## config.mk

```make
export PLATFORM = sky130hd
export DESIGN_NAME = vga_vram_arbiter
export DESIGN_NICKNAME = d
export VERILOG_FILES = /design/src/rtl/vga_pkg.sv /design/src/rtl/sat_counter.sv /design/src/rtl/vga_vram_arbiter.sv
export SDC_FILE = /design/constraint.sdc
export NUM_CORES = 1
export LEC_CHECK = 0
export BUFFER_PORTS_ARGS = -buffer_cell sky130_fd_sc_hd__buf_2
export CAP_MARGIN = 25
export CORE_ASPECT_RATIO = 0.8
export CORE_MARGIN = 3
export CORE_UTILIZATION = 40
export CTS_CLUSTER_SIZE = 24
export DETAILED_ROUTE_END_ITERATION = 8
export GPL_TIMING_DRIVEN = 1
export HOLD_SLACK_MARGIN = 0.15
export PLACE_DENSITY = 0.81
export SLEW_MARGIN = 20
export SYNTH_ARGS = -nofsm -noshare
export SYNTH_HDL_FRONTEND = slang
export SYNTH_HIERARCHICAL = 1
export SYNTH_SLANG_ARGS = --single-unit
```

## constraint.sdc

```tcl
create_clock -name pclk -period 5.6 [get_ports pclk]
set_clock_uncertainty 0.2 [all_clocks]
set_input_delay 1.12 -clock pclk [delete_from_list [all_inputs] [get_ports pclk]]
set_output_delay 1.12 -clock pclk [all_outputs]
set_load 0.1 [all_outputs]
```

## src/rtl/vga_pkg.sv

```systemverilog
`default_nettype none
// ============================================================================
//  Module   : vga_pkg
//  Purpose  : Shared types and constants for the text-mode VGA path:
//             VRAM read-owner encoding, default VRAM geometry, text grid.
//  Revision : 1.0 - initial release
// ============================================================================
package vga_pkg;

    // Default VRAM shape: 70x30 = 2100 character cells fit in 4K words.
    localparam int DEF_ADDR_W = 12;
    localparam int DEF_DATA_W = 8;

    // Text grid geometry.
    localparam int COLS = 70;
    localparam int ROWS = 30;

    // Who owns the read data returning from VRAM next cycle.
    typedef enum logic [1:0] {
        NONE   = 2'd0,
        VGA    = 2'd1,
        CPU_RD = 2'd2
    } own_t;

endpackage
`default_nettype wire

```

## src/rtl/sat_counter.sv

```systemverilog
`default_nettype none
// ============================================================================
//  Module   : sat_counter
//  Purpose  : Up-counter that sticks at all-ones instead of wrapping.
//  Ports    : pclk  - clock
//             reset - asynchronous active-high reset (clears count)
//             inc   - count enable
//             count - current value
//  Revision : 1.0 - initial release
// ============================================================================
module sat_counter #(
    parameter int CNT_W = 16
) (
    input  logic             pclk,
    input  logic             reset,
    input  logic             inc,
    output logic [CNT_W-1:0] count
);

    logic [CNT_W-1:0] r_count;

    always_ff @(posedge pclk or posedge reset) begin
        if (reset) begin
            r_count <= '0;
        end else if (inc && (r_count != '1)) begin
            r_count <= r_count + 1'b1;
        end
    end

    assign count = r_count;

endmodule
`default_nettype wire

```

## src/rtl/vga_vram_arbiter.sv

```systemverilog
`default_nettype none
// ============================================================================
//  Module   : vga_vram_arbiter
//  Purpose  : Shares one synchronous-read character VRAM between the VGA
//             scan fetch (strict priority, fixed 2-cycle latency) and a CPU
//             valid/ready port with a single response register.
//  Ports    : pclk/reset            - pixel clock, async active-high reset
//             vga_req/vga_addr      - scan fetch request
//             vga_vld/vga_data      - scan data, 2 cycles after request
//             cpu_valid/ready/we/addr/wdata - CPU request channel
//             cpu_rsp_valid/ready/rdata     - CPU read response channel
//             mem_en/we/addr/wdata/rdata    - VRAM macro port
//             stall_cnt             - saturating CPU stall-cycle count
//  Revision : 1.0 - initial release
// ============================================================================
module vga_vram_arbiter
    import vga_pkg::*;
#(
    parameter int ADDR_W = DEF_ADDR_W,
    parameter int DATA_W = DEF_DATA_W,
    parameter int CNT_W  = 16
) (
    input  logic              pclk,
    input  logic              reset,
    // Scan side
    input  logic              vga_req,
    input  logic [ADDR_W-1:0] vga_addr,
    output logic              vga_vld,
    output logic [DATA_W-1:0] vga_data,
    // CPU request
    input  logic              cpu_valid,
    output logic              cpu_ready,
    input  logic              cpu_we,
    input  logic [ADDR_W-1:0] cpu_addr,
    input  logic [DATA_W-1:0] cpu_wdata,
    // CPU response
    output logic              cpu_rsp_valid,
    input  logic              cpu_rsp_ready,
    output logic [DATA_W-1:0] cpu_rdata,
    // VRAM port
    output logic              mem_en,
    output logic              mem_we,
    output logic [ADDR_W-1:0] mem_addr,
    output logic [DATA_W-1:0] mem_wdata,
    input  logic [DATA_W-1:0] mem_rdata,
    // Statistics
    output logic [CNT_W-1:0]  stall_cnt
);

    own_t              r_own;        // owner of the read issued last cycle
    logic              r_vga_vld;
    logic [DATA_W-1:0] r_vga_data;
    logic              r_rsp_valid;
    logic [DATA_W-1:0] r_rdata;

    own_t              w_own_next;
    logic              w_blocked;

    // ------------------------------------------------------------------
    // Grant. VGA always wins. A CPU read must find the response slot free
    // (or being drained this cycle) and no earlier read still in flight;
    // a CPU write only needs the port, since it produces no response.
    // ------------------------------------------------------------------
    always_comb begin
        w_blocked  = (r_own == CPU_RD) || (r_rsp_valid && !cpu_rsp_ready);
        mem_en     = 1'b0;
        mem_we     = 1'b0;
        mem_addr   = cpu_addr;
        mem_wdata  = cpu_wdata;
        cpu_ready  = 1'b0;
        w_own_next = NONE;

        if (vga_req) begin
            mem_en     = 1'b1;
            mem_addr   = vga_addr;
            w_own_next = VGA;
        end else if (cpu_valid && (cpu_we || !w_blocked)) begin
            mem_en     = 1'b1;
            mem_we     = cpu_we;
            cpu_ready  = 1'b1;
            w_own_next = cpu_we ? NONE : CPU_RD;
        end
    end

    // ------------------------------------------------------------------
    // Owner pipeline and read-data capture. mem_rdata belongs to the
    // requester recorded in r_own. A fresh CPU capture takes precedence
    // over a same-edge response drain.
    // ------------------------------------------------------------------
    always_ff @(posedge pclk or posedge reset) begin
        if (reset) begin
            r_own       <= NONE;
            r_vga_vld   <= 1'b0;
            r_vga_data  <= '0;
            r_rsp_valid <= 1'b0;
            r_rdata     <= '0;
        end else begin
            r_own     <= w_own_next;
            r_vga_vld <= (r_own == VGA);
            if (r_own == VGA) begin
                r_vga_data <= mem_rdata;
            end
            if (r_own == CPU_RD) begin
                r_rdata     <= mem_rdata;
                r_rsp_valid <= 1'b1;
            end else if (cpu_rsp_ready) begin
                r_rsp_valid <= 1'b0;
            end
        end
    end

    assign vga_vld       = r_vga_vld;
    assign vga_data      = r_vga_data;
    assign cpu_rsp_valid = r_rsp_valid;
    assign cpu_rdata     = r_rdata;

    sat_counter #(
        .CNT_W (CNT_W)
    ) u_stall_cnt (
        .pclk  (pclk),
        .reset (reset),
        .inc   (cpu_valid && !cpu_ready),
        .count (stall_cnt)
    );

endmodule
`default_nettype wire

```

==> impl_results.rst <==
.. list-table::
   :header-rows: 1

   * - Metric
     - Value
   * - Most area-hungry cell type in the Yosys netlist
     - sky130_fd_sc_hd__dfrtp_1
   * - Relative contribution of the clock network to total power
     - 0.165
   * - Placeable core area
     - 4362 sq um
   * - Final routed DRC violation total
     - 0
   * - Number of iterations in the first detailed-routing pass
     - 4
   * - Number of standard cells after synthesis
     - 145
   * - Die X
     - 82.84 microns
   * - Setup violators final
     - 0
   * - Cells on worst reg2reg path
     - 7
   * - Global route overflow
     - 0
   * - Clock tree sinks
     - 36
   * - Clk Latency, worst-skew pair
     - 0.27 ns
   * - Post-Place Setup Slack
     - 2.137 ns
   * - Number of design-rule violations left by the first detailed-router iteration
     - 26
   * - Cell occurring most often along the worst timing path
     - sky130_fd_sc_hd__buf_2
   * - Via count normalized by instance count
     - 4.807
   * - Count of instances resized after the clock tree is built
     - 0
   * - Static leakage power
     - 1.286 nW
   * - Crit path time final
     - 3.462 ns
   * - Reg power frac
     - 0.321
   * - Critical path buffer and inverter count
     - 2
   * - Net Count, Synth
     - 192
   * - Half-perimeter wire length after detailed placement
     - 3203 microns
   * - Category of the worst setup path launch point
     - input port
   * - Worst reg2reg path endpoint
     - u_stall_cnt/count[14]
   * - Die Y
     - 67.47 microns
   * - Number of placement rows
     - 21
   * - Reg2Reg Launch Point
     - r_own[0]
   * - Cell class contributing the biggest share of worst-path delay
     - buffers and inverters
   * - Number of pins exceeding their max-slew limit in the final report
     - 0
   * - Tightest hold margin
     - 0.3047 ns
   * - Routability congestion estimate
     - 0.7746
   * - Via total after detailed routing
     - 1370
   * - Share of final-layout standard cells stronger than drive strength 1
     - 0.5746
   * - IR drop worst, VDD
     - 0.2334 mV
   * - Final Hold Vio Count
     - 0
   * - Initial Utilization
     - 0.4332
   * - Area contributors post-synth
     - sky130_fd_sc_hd__dfrtp_1 48%, sky130_fd_sc_hd__mux2_4 19%, sky130_fd_sc_hd__xnor2_1 5.1%
   * - Maximum number of pins on one net before global-route repair
     - 21
   * - Result of the run
     - completed
   * - Inserted Clock Buffers
     - 5
   * - Antenna cell count
     - 0
   * - Post-CTS Setup Bufs
     - 0
   * - Area growth syn-to-layout
     - 26.49%
   * - Top achievable clock speed
     - 0.2888 GHz
   * - Count of nets left with antenna violations after detail routing
     - 0
   * - Share of Yosys cell area claimed by the top area cell type
     - 0.4768
   * - Total power
     - 0.001091 W
   * - Maximum buffer depth of the clock tree
     - 2
   * - Total die area
     - 5589 sq um
   * - Power density relative to cell area
     - 456.6 nW/um^2
   * - Top fanout value on the critical path
     - 16
   * - Path type of the worst setup path
     - in2out
   * - Mean instance size in the synthesized netlist
     - 13.03 sq um
   * - Endpoint kind of the worst setup timing path
     - output pin
   * - Post-route clock period utilization
     - 0.6183
   * - Number of H-tree levels
     - 2
   * - Setup slack of the worst register-to-register path
     - 2.94 ns
   * - Via count of the first global-routing pass
     - 1398
   * - Slew at the pin closest to its max-slew limit
     - 0.7508 ns
   * - Flip-flop and latch count after synthesis
     - 36
   * - Warning count from the yosys run
     - 6
   * - Required time of the critical path
     - 4.28 ns
   * - Final cell count without fillers
     - 285
   * - Internal power summed over all cells
     - 0.0005121 W
   * - Net Sw Frac
     - 0.5307
   * - Hold wc startpoint
     - vga_data[2]
   * - Worst hold path type
     - reg2reg
   * - Total global-route track usage
     - 0.1467
   * - Number of buffers added to fix hold violations after cts
     - 0
   * - Number of distinct standard cells referenced by the synthesized netlist
     - 30
   * - CTS tree
     - done
   * - Initial antenna violation count
     - 0
   * - Netlist area before placement
     - 1889 sq um
   * - Total of max-cap violations
     - 0
   * - Switching power of the nets
     - 0.0005791 W
   * - Crit-path max cell delay
     - 0.44 ns
   * - Global-route wire length before repair
     - 6582 microns
   * - CP Cell Sequence
     - buf_2, nand2b_1, nor2_1, buf_2
   * - Total Neg Setup Slack
     - 0 ns
   * - Fraction of the yosys area taken by sequential cells
     - 0.4768
   * - Logic gate share of total power
     - 0.514
   * - Buffers on Ports
     - 86
   * - Unrepaired setup endpoints after global routing
     - false
   * - Final net count
     - 274
   * - Worst rel slew slack
     - 0.4989
   * - Count of placed standard cells including taps
     - 276
   * - Slowest library cell on the worst path
     - sky130_fd_sc_hd__buf_2
   * - Root buffer selected by CTS
     - sky130_fd_sc_hd__clkbuf_8
   * - Cell count of the worst hold path
     - 1
   * - Number of top-level pins
     - 103
   * - PnR worst setup slack
     - 2.138 ns
   * - Clock-pin slew on the worst setup and hold paths
     - 0.06 ns
   * - Wire length reported by the detailed router
     - 4054 microns
   * - WP data arrival
     - 2.14 ns
   * - Worst min-delay path endpoint
     - vga_data[2]
   * - Avg WL per Cell
     - 14.22 microns
synthesized netlist by cell type:
cell and count:
sky130_fd_sc_hd__and2_1 1, sky130_fd_sc_hd__mux2i_1 1, sky130_fd_sc_hd__nor3_1 1, sky130_fd_sc_hd__nor2_1 5, sky130_fd_sc_hd__nand2_2 2, sky130_fd_sc_hd__o21a_1 2, sky130_fd_sc_hd__nand4_2 1, sky130_fd_sc_hd__and4_1 3
sky130_fd_sc_hd__buf_2 1, sky130_fd_sc_hd__nand4_4 1, sky130_fd_sc_hd__nand3_1 7, sky130_fd_sc_hd__buf_4 8, sky130_fd_sc_hd__and3_2 1, sky130_fd_sc_hd__o21bai_1 1, sky130_fd_sc_hd__nor2b_1 1, sky130_fd_sc_hd__and4_2 1
sky130_fd_sc_hd__a21oi_1 2, sky130_fd_sc_hd__and3_1 4, sky130_fd_sc_hd__nor4_4 1, sky130_fd_sc_hd__xnor2_1 11, sky130_fd_sc_hd__mux2_2 6, sky130_fd_sc_hd__nand2b_1 4, sky130_fd_sc_hd__ha_1 1, sky130_fd_sc_hd__dfrtp_1 36
sky130_fd_sc_hd__nand2_1 6, sky130_fd_sc_hd__a21oi_2 1, sky130_fd_sc_hd__buf_6 3, sky130_fd_sc_hd__inv_1 4, sky130_fd_sc_hd__nand4_1 5, sky130_fd_sc_hd__mux2_4 24
sequential cells by signal, indices dropped and copies added (netlist names):
| register | flops |
|---|---|
| cpu_rdata | 8 |
| cpu_rsp_valid | 1 |
| r_own | 2 |
| u_stall_cnt/count | 16 |
| vga_data | 8 |
| vga_vld | 1 |
cells in the final DEF, fill, tap and decap left out:
cell                       instances
sky130_fd_sc_hd__buf_2            86
sky130_fd_sc_hd__dfrtp_1          36
sky130_fd_sc_hd__mux2_4           24
sky130_fd_sc_hd__xnor2_1          11
sky130_fd_sc_hd__nand3_1           7
sky130_fd_sc_hd__mux2_2            6
sky130_fd_sc_hd__clkbuf_8          6
sky130_fd_sc_hd__nand2_1           6
sky130_fd_sc_hd__nor2_1            5
sky130_fd_sc_hd__nand4_1           5
sky130_fd_sc_hd__nand2b_1          4
sky130_fd_sc_hd__inv_1             4
sky130_fd_sc_hd__and3_1            4
sky130_fd_sc_hd__and4_1            3
sky130_fd_sc_hd__nand2_2           2
sky130_fd_sc_hd__o21a_1            2
sky130_fd_sc_hd__clkbuf_1          2
sky130_fd_sc_hd__a21oi_1           2
sky130_fd_sc_hd__nor2b_1           1
sky130_fd_sc_hd__a21oi_2           1
sky130_fd_sc_hd__nor3_1            1
sky130_fd_sc_hd__o21bai_1          1
sky130_fd_sc_hd__buf_4             1
sky130_fd_sc_hd__and4_2            1
sky130_fd_sc_hd__mux2i_1           1
sky130_fd_sc_hd__nand4_2           1
sky130_fd_sc_hd__nor4_4            1
sky130_fd_sc_hd__nand4_4           1
sky130_fd_sc_hd__and3_2            1
sky130_fd_sc_hd__and2_1            1
sky130_fd_sc_hd__ha_1              1
per-stage QoR:
step | util | instance area, sq um
3_5_place_dp | 0.5255 | 2292
5_1_grt | 0.5479 | 2390
2_1_floorplan | - | 1889
6_report | 0.5479 | 2390
3_3_place_gp | 0.5255 | 2292
4_1_cts | 0.5462 | 2382
logic make-up (layout without fill, tap and decap cells):
group	Yosys count	after routing	synth area share
and+or+nand+nor	44	44	0.1517
DFF	36	36	0.4768
muxes	31	31	0.2318
buffers and inverters	16	99	0.06026
xor gates and xnor gates	11	11	0.05099
AOI/OAI and AO/OA	6	6	0.02185
adders and majority gates	1	1	0.006621
metal layers:
metal  global-route usage  wire length, microns  vias to the layer above
li1                     -                     -                      667
met1               0.1771                  1735                      632
met2               0.2460                  1902                       65
met3              0.05122                   341                        6
met4              0.05510                    74                        0
met5                    0                     0                        -
worst register-to-register path, delay by kind of cell (launching register included):
family / cells / cell delay, ns
and+or+nand+nor: 4 / 1.07
AOI/OAI and AO/OA: 2 / 0.57
DFF: 1 / 0.37
muxes: 1 / 0.34
power groups by stage:
| stage | clock, W | sequential [W] | combinational [W] |
|---|---|---|---|
| after floorplan | 0 | 0.000667 | 0.000184 |
| after global placement | 0 | 0.000352 | 0.000559 |
| after detailed placement | 0 | 0.000354 | 0.000564 |
| after CTS | 0.000186 | 0.000350 | 0.000564 |
| after global routing | 0.000197 | 0.000359 | 0.000579 |
| final | 0.000180 | 0.000350 | 0.000561 |
how the worst max path moves through the flow:
stage | start | endpoint | slack, ns | cells past startpoint
4_1_cts | vga_req | cpu_ready | 2.14 | 4
3_5_place_dp | vga_req | cpu_ready | 2.14 | 4
5_1_grt | vga_req | cpu_ready | 2.07 | 4
2_1_floorplan | cpu_rsp_ready | mem_en | 1.52 | 3
6_report | vga_req | cpu_ready | 2.14 | 4
3_3_place_gp | vga_req | cpu_ready | 2.16 | 4
cell type report:
type | count | area [sq um]
Clock buffer | 8 | 90.09
Tap cell | 57 | 71.32
Fill cell | 390 | 1972
Inverter | 4 | 15.01
Timing Repair Buffer | 87 | 437.9
Multi-Input combinational cell | 93 | 874.6
Sequential cell | 36 | 900.9
Power figures use the tool's default switching activity.
